### config.mk
export PLATFORM = sky130hd
export DESIGN_NAME = pdp1_tape_feeder_flat
export DESIGN_NICKNAME = d
export VERILOG_FILES = /design/src/rtl/pdp1_tape_feeder_pkg.sv /design/src/rtl/pdp1_tape_feeder_if.sv /design/src/rtl/pdp1_tape_feeder_fifo.sv /design/src/rtl/pdp1_tape_feeder.sv /design/src/flat_wrapper.sv
export SDC_FILE = /design/constraint.sdc
export NUM_CORES = 1
export LEC_CHECK = 0
export ABC_CLOCK_PERIOD_IN_PS = 3350
export BUFFER_PORTS_ARGS = -buffer_cell sky130_fd_sc_hd__buf_2
export CORE_ASPECT_RATIO = 0.6
export CORE_MARGIN = 5
export CORE_UTILIZATION = 45
export DETAILED_ROUTE_END_ITERATION = 10
export GPL_ROUTABILITY_DRIVEN = 0
export PLACE_DENSITY = 0.7
export SYNTH_ARGS = -nofsm -noshare
export SYNTH_HDL_FRONTEND = slang
export SYNTH_SLANG_ARGS = --single-unit
### constraint.sdc
create_clock -name clk -period 3.35 [get_ports clk]
set_clock_uncertainty 0.15 [all_clocks]
set_input_delay 0.5025 -clock clk [delete_from_list [all_inputs] [get_ports clk]]
set_output_delay 0.5025 -clock clk [all_outputs]
set_load 0.02 [all_outputs]
### src/rtl/pdp1_tape_feeder_pkg.sv
// Shared types and constants for the PDP-1 paper-tape reader emulator.
package pdp1_tape_pkg;

    typedef enum logic [2:0] {
        ST_IDLE  = 3'd0,
        ST_SETUP = 3'd1,
        ST_FEED  = 3'd2,
        ST_HOLD  = 3'd3,
        ST_GAP   = 3'd4
    } tape_state_e;

    localparam int FEED_HOLE = 9;
    localparam int CH8       = 8;

    // Bits needed to hold (cycles - 1), never less than one.
    function automatic int cnt_width(input int cycles);
        int w;
        w = 1;
        while ((1 << w) < cycles) w++;
        return w;
    endfunction

endpackage

### src/rtl/pdp1_tape_feeder_if.sv
// Host-to-reader byte stream: valid/ready handshake carrying one tape line per transfer.
interface pdp1_tape_feeder_if;

    logic [7:0] in_data;
    logic       in_valid;
    logic       in_ready;

    modport master (output in_data, output in_valid, input in_ready);
    modport slave  (input in_data, input in_valid, output in_ready);

endinterface

### src/rtl/pdp1_tape_feeder_fifo.sv
// Synchronous byte FIFO buffering tape lines between the host loader and the reader FSM.
module tape_fifo #(
    parameter int FIFO_DEPTH = 16
) (
    input  logic                          clk,
    input  logic                          reset_n,
    input  logic                          push_i,
    input  logic [7:0]                    push_data_i,
    input  logic                          pop_i,
    input  logic                          flush_i,
    output logic [7:0]                    pop_data_o,
    output logic [$clog2(FIFO_DEPTH):0]   count_o
);

    localparam int AW = $clog2(FIFO_DEPTH);
    localparam int CW = AW + 1;
    localparam logic [CW-1:0] DEPTH_C = CW'(FIFO_DEPTH);

    logic [7:0]    mem_q [FIFO_DEPTH];
    logic [AW-1:0] wr_ptr_q, wr_ptr_d;
    logic [AW-1:0] rd_ptr_q, rd_ptr_d;
    logic [CW-1:0] count_q, count_d;
    logic          do_push, do_pop;

    // Pops only see entries present at the start of the cycle; flush wins over both.
    assign do_push = push_i & (count_q != DEPTH_C) & ~flush_i;
    assign do_pop  = pop_i & (count_q != '0) & ~flush_i;

    always_comb begin
        wr_ptr_d = wr_ptr_q;
        rd_ptr_d = rd_ptr_q;
        count_d  = count_q + {{AW{1'b0}}, do_push} - {{AW{1'b0}}, do_pop};
        if (do_push) wr_ptr_d = wr_ptr_q + AW'(1);
        if (do_pop)  rd_ptr_d = rd_ptr_q + AW'(1);
        if (flush_i) begin
            wr_ptr_d = '0;
            rd_ptr_d = '0;
            count_d  = '0;
        end
    end

    always_ff @(posedge clk or negedge reset_n) begin
        if (!reset_n) begin
            wr_ptr_q <= '0;
            rd_ptr_q <= '0;
            count_q  <= '0;
        end else begin
            wr_ptr_q <= wr_ptr_d;
            rd_ptr_q <= rd_ptr_d;
            count_q  <= count_d;
        end
    end

    always_ff @(posedge clk) begin
        if (do_push) mem_q[wr_ptr_q] <= push_data_i;
    end

    assign pop_data_o = mem_q[rd_ptr_q];
    assign count_o    = count_q;

endmodule

### src/rtl/pdp1_tape_feeder.sv
// Paper-tape reader emulator: plays buffered tape lines onto the panel hole[9:1]
// inputs with settled data around every feed-hole pulse.
module pdp1_tape_feeder
    import pdp1_tape_pkg::*;
#(
    parameter int LINE_CYCLES  = 1000,
    parameter int SETUP_CYCLES = 4,
    parameter int FEED_CYCLES  = 8,
    parameter int HOLD_CYCLES  = 4,
    parameter int FIFO_DEPTH   = 16
) (
    input  logic                     clk,
    input  logic                     reset_n,
    pdp1_tape_feeder_if.slave        host,
    input  logic                     flush,
    input  logic                     rcl,
    output logic [9:1]               hole,
    output logic                     busy,
    output logic                     starved,
    output logic [15:0]              lines_read
);

    localparam int TW = cnt_width(LINE_CYCLES);
    localparam int CW = $clog2(FIFO_DEPTH) + 1;
    localparam logic [CW-1:0] DEPTH_C = CW'(FIFO_DEPTH);

    localparam logic [TW-1:0] SETUP_LD = TW'(SETUP_CYCLES - 1);
    localparam logic [TW-1:0] FEED_LD  = TW'(FEED_CYCLES - 1);
    localparam logic [TW-1:0] HOLD_LD  = TW'(HOLD_CYCLES - 1);
    localparam logic [TW-1:0] LINE_LD  = TW'(LINE_CYCLES - 1);

    localparam logic [2:0] S_IDLE  = ST_IDLE;
    localparam logic [2:0] S_SETUP = ST_SETUP;
    localparam logic [2:0] S_FEED  = ST_FEED;
    localparam logic [2:0] S_HOLD  = ST_HOLD;
    localparam logic [2:0] S_GAP   = ST_GAP;

    logic [2:0]    state_q, state_d;
    logic [TW-1:0] tmr_q, tmr_d;
    logic [TW-1:0] per_q, per_d;
    logic [9:1]    hole_q, hole_d;
    logic [15:0]   lines_q, lines_d;
    logic          busy_q, starved_q;

    logic [7:0]    fifo_head;
    logic [CW-1:0] fifo_count;
    logic          fifo_empty;
    logic          pop, start;

    tape_fifo #(
        .FIFO_DEPTH (FIFO_DEPTH)
    ) u_fifo (
        .clk         (clk),
        .reset_n     (reset_n),
        .push_i      (host.in_valid & host.in_ready),
        .push_data_i (host.in_data),
        .pop_i       (pop),
        .flush_i     (flush),
        .pop_data_o  (fifo_head),
        .count_o     (fifo_count)
    );

    assign host.in_ready = (fifo_count < DEPTH_C);
    assign fifo_empty    = (fifo_count == '0);

    always_comb begin
        state_d = state_q;
        tmr_d   = tmr_q;
        per_d   = per_q;
        hole_d  = hole_q;
        lines_d = lines_q;
        pop     = 1'b0;
        start   = 1'b0;
        if (per_q != '0) per_d = per_q - TW'(1);

        case (state_q)
            S_IDLE: begin
                hole_d = '0;
                start  = rcl & ~fifo_empty;
            end
            S_SETUP: begin
                if (tmr_q == '0) begin
                    state_d           = S_FEED;
                    tmr_d             = FEED_LD;
                    hole_d[FEED_HOLE] = 1'b1;
                    lines_d           = lines_q + 16'd1;
                end else begin
                    tmr_d = tmr_q - TW'(1);
                end
            end
            S_FEED: begin
                if (tmr_q == '0) begin
                    state_d           = S_HOLD;
                    tmr_d             = HOLD_LD;
                    hole_d[FEED_HOLE] = 1'b0;
                end else begin
                    tmr_d = tmr_q - TW'(1);
                end
            end
            S_HOLD: begin
                if (tmr_q == '0) begin
                    state_d = S_GAP;
                    hole_d  = '0;
                end else begin
                    tmr_d = tmr_q - TW'(1);
                end
            end
            S_GAP: begin
                // The clutch is only consulted once the whole line period has elapsed.
                if (per_q == '0) begin
                    if (rcl & ~fifo_empty) start   = 1'b1;
                    else                   state_d = S_IDLE;
                end
            end
            default: begin
                state_d = S_IDLE;
                hole_d  = '0;
            end
        endcase

        if (start) begin
            pop     = 1'b1;
            state_d = S_SETUP;
            tmr_d   = SETUP_LD;
            per_d   = LINE_LD;
            hole_d  = {1'b0, fifo_head};
        end

        if (flush) begin
            pop     = 1'b0;
            state_d = S_IDLE;
            tmr_d   = '0;
            per_d   = '0;
            hole_d  = '0;
        end
    end

    always_ff @(posedge clk or negedge reset_n) begin
        if (!reset_n) begin
            state_q   <= S_IDLE;
            tmr_q     <= '0;
            per_q     <= '0;
            hole_q    <= '0;
            lines_q   <= '0;
            busy_q    <= 1'b0;
            starved_q <= 1'b0;
        end else begin
            state_q   <= state_d;
            tmr_q     <= tmr_d;
            per_q     <= per_d;
            hole_q    <= hole_d;
            lines_q   <= lines_d;
            busy_q    <= (state_d != S_IDLE);
            starved_q <= rcl & fifo_empty & (state_q == S_IDLE);
        end
    end

    assign hole       = hole_q;
    assign busy       = busy_q;
    assign starved    = starved_q;
    assign lines_read = lines_q;

endmodule

### src/flat_wrapper.sv
// flat-port wrapper written by rule: the top's interface ports become plain ports
module pdp1_tape_feeder_flat import pdp1_tape_pkg::*;
#(
    parameter int LINE_CYCLES  = 1000,
    parameter int SETUP_CYCLES = 4,
    parameter int FEED_CYCLES  = 8,
    parameter int HOLD_CYCLES  = 4,
    parameter int FIFO_DEPTH   = 16
)
  (clk, reset_n, flush, rcl, hole, busy, starved, lines_read, host_in_data, host_in_valid, host_in_ready);
  pdp1_tape_feeder_if host_i ();
  input  logic clk;
  input  logic reset_n;
  input  logic flush;
  input  logic rcl;
  output logic [9:1] hole;
  output logic busy;
  output logic starved;
  output logic [15:0] lines_read;
  input wire logic [$bits(host_i.in_data)-1:0] host_in_data;
  input wire logic [$bits(host_i.in_valid)-1:0] host_in_valid;
  output wire logic [$bits(host_i.in_ready)-1:0] host_in_ready;
  assign host_i.in_data = host_in_data;
  assign host_i.in_valid = host_in_valid;
  assign host_in_ready = host_i.in_ready;
  pdp1_tape_feeder #(.LINE_CYCLES(LINE_CYCLES), .SETUP_CYCLES(SETUP_CYCLES), .FEED_CYCLES(FEED_CYCLES), .HOLD_CYCLES(HOLD_CYCLES), .FIFO_DEPTH(FIFO_DEPTH)) u_core (.clk(clk), .reset_n(reset_n), .host(host_i), .flush(flush), .rcl(rcl), .hole(hole), .busy(busy), .starved(starved), .lines_read(lines_read));
endmodule
==> impl_metrics.ini <==
[route]
wirelength_um = 18300
route.antenna.remaining_nets = 0
first_pass_iters = 6
vias_per_cell = 5.91
drtIter0Drc = 541
drc = 0
via_count = 5138
wire_per_inst_um = 21.0

[sta]
layout_setup_ws_ns = 0.302
min_period_ns = 3.05
max_slew_margin_pct = 41.7
finalSetupTns_ns = 0
rsz0062_at_grt = false
report.final.slew_viol_count = 0
fmax_mhz = 328
hold_viol_final = 0
setup-violations-final = 0
tightest_slew_ns = 0.872
fin_crit_sh_pct = 91.0

[worst_setup_path]
crit_path_end_kind = register
critPathArrivalTime_ns = 3.24
r2r_cells = 12
crit_fanout = 8
required_ns = 3.54
r2r_start = u_core.per_q[4]
path_class = reg -> reg
crit_path_start_kind = register
crit_start = u_core.per_q[4]
r2r-end = u_core.u_fifo.count_o[4]
rrSetupSlack_ns = 0.30

[hold_path]
min_from = rcl
holdPathStages = 3
worstHoldEndpoint = u_core.starved
hold_path.class = in -> reg

[placed_design]
dp.cells = 836
io_buffers = 40
pre_cts_ws_ns = 0.175
place_hpwl_um = 12500

[logic_synthesis]
seq_area_frac_synth_pct = 65.2
ys.flop_type = edfxtp_1
synthTopCellsByArea = edfxtp_1 46%, dfrtp_1 19%, mux4_2 8.7%
netlist_area_um2 = 8310
synthCells = 558
synth-seq-cells = 191
synthTopCellsByCount = 128 x edfxtp_1, 63 x dfrtp_1, 32 x mux4_2
async_flop_share_pct = 33.0
synth.distinct_cells = 64
synth_edf_count = 128
synth_area_per_cell_um2 = 14.9
syn_nets = 587
ys_warn_count = 0
synth_top_area_share_pct = 46.3
yosysMostFrequentCell = edfxtp_1
synth_top_area_cell = edfxtp_1

[die]
initial_utilization_pct = 45.9
top_level_ports = 41
coreArea_um2 = 18100
die_h_um = 115
die_x_um = 185
rows = 38
dieArea_um2 = 21400

[run]
cap_violations = 0

[clock_tree]
numCtsBuffers = 17
cts.clk_slew.worst_paths_ns = 0.07
root_buffer = clkbuf_16
clockBufferDepth = 2
cts.sinks = 191
cts_tree = done
htreeDepth = 4
insertion_delay_ns = 0.43

[global_route]
grt_max_degree = 37
antenna_found_initial = 0
track_usage_pct = 17.8
grt_overflow = 0
grt_pass1_vias = 5084
grt_pass1_wl_um = 28700

[layout]
area_growth_pct = 14.4
nets = 646
utilization_pct = 52.5
instances_no_fill = 870
diodes = 0
drive_above_1_share_pct = 24.8

[outcome]
status = completed

[power]
p_leak_nw = 3.47
vdd_drop_max_uv = 389
power.density_nw_per_um2 = 750
-- critical path, cell delays in order (launching register included) --
cell and delay [ns]:
dfrtp_1 0.50, nor4_4 0.46, a31oi_1 0.22, nor3_2 0.20, ha_1 0.26, inv_1 0.06
ha_1 0.16, inv_1 0.05, fa_1 0.39, nor2b_1 0.17, o21bai_1 0.10, nand3_1 0.08
nor3b_1 0.17
-- per-stage QoR --
step	power, mW	hold WS [ns]	cell area, µm²
floorplan	4.58	0.0569	8310
global placement	5.03	0.304	8890
detailed placement	5.13	0.316	8890
CTS	7.10	0.165	9480
global route	7.50	0.186	9500
finish	7.12	0.177	9500
-- how the worst max path moves through the flow --
stage / cells past startpoint / slack, ns / endpoint
2_1_floorplan: 13 / 0.18 / u_core.u_fifo.count_o[4]
3_3_place_gp: 14 / 0.37 / u_core.u_fifo.count_o[4]
3_5_place_dp: 14 / 0.18 / u_core.u_fifo.count_o[4]
4_1_cts: 14 / 0.15 / u_core.u_fifo.count_o[4]
5_1_grt: 14 / 0.02 / u_core.u_fifo.count_o[4]
6_report: 12 / 0.30 / u_core.u_fifo.count_o[4]
-- kinds of logic (layout without fill, tap and decap cells) --
logic type | count (synthesis) | count (layout) | synth area share, %
buf+inv | 48 | 120 | 2.44
mux | 37 | 37 | 9.34
fa+ha+maj | 16 | 16 | 2.50
flops | 191 | 191 | 65.2
simple gates | 154 | 154 | 10.5
compound gates | 87 | 87 | 7.36
xor+xnor | 25 | 25 | 2.64
-- power by group --
part	leakage (nW)	switching (mW)	total, mW	internal [mW]
combinational	1.19	1.24	2.19	0.949
clock	0.274	0.900	1.97	1.07
sequential	2.00	0.239	2.97	2.73
total	3.47	2.38	7.12	4.75
-- metal layers --
| metal | share of wire [%] | global-route usage (%) | vias to the layer above |
|---|---|---|---|
| li1 | - | - | 2283 |
| met1 | 46 | 27.0 | 2633 |
| met2 | 45 | 26.1 | 201 |
| met3 | 8.2 | 4.24 | 21 |
| met4 | 0.90 | 4.30 | 0 |
| met5 | 0 | 0 | - |
-- area by class of cell --
type | count | area (µm²)
clock buffers | 20 | 447
fillers | 1432 | 8610
clock inverters | 12 | 124
repair buffers | 69 | 433
flip-flops and latches | 191 | 5420
multi-input cells | 319 | 2710
inverters | 19 | 71.3
well taps | 240 | 300
-- cell usage in the layout (no fill, tap or decap), drive strengths merged, types with 6 or more instances in the layout --
cell	Yosys	final
edfxtp	128	128
buf	12	68
dfrtp	63	63
mux4	32	32
nand2	32	32
nor2	26	26
inv	19	26
a21oi	23	23
xnor2	21	21
nand3	20	20
clkbuf	17	20
a22oi	16	16
ha	15	15
nor3	13	13
o21ai	11	11
nor4	9	9
and3	8	8
a32o	8	8
nor2b	7	7
nand4	7	7
or4	7	7
or3	6	6
-- what timing repair did --
item | CTS | global route
hold endpoints to repair | 27 | 0
setup endpoints to repair | 0 | 1
setup buffers | 0 | 1
gates resized for setup | 0 | 3
hold buffers | 1 | 0
-- flip-flops by register name, indices dropped and copies added (netlist names), 3 cells and up --
register                cells
u_core.state_q              3
u_core.u_fifo.count_o       5
u_core.per_q               10
u_core.u_fifo.mem_q       128
u_core.hole                 9
u_core.lines_read          16
u_core.u_fifo.wr_ptr_q      4
u_core.tmr_q               10
u_core.u_fifo.rd_ptr_q      4
(Power assumes the default switching activity.)
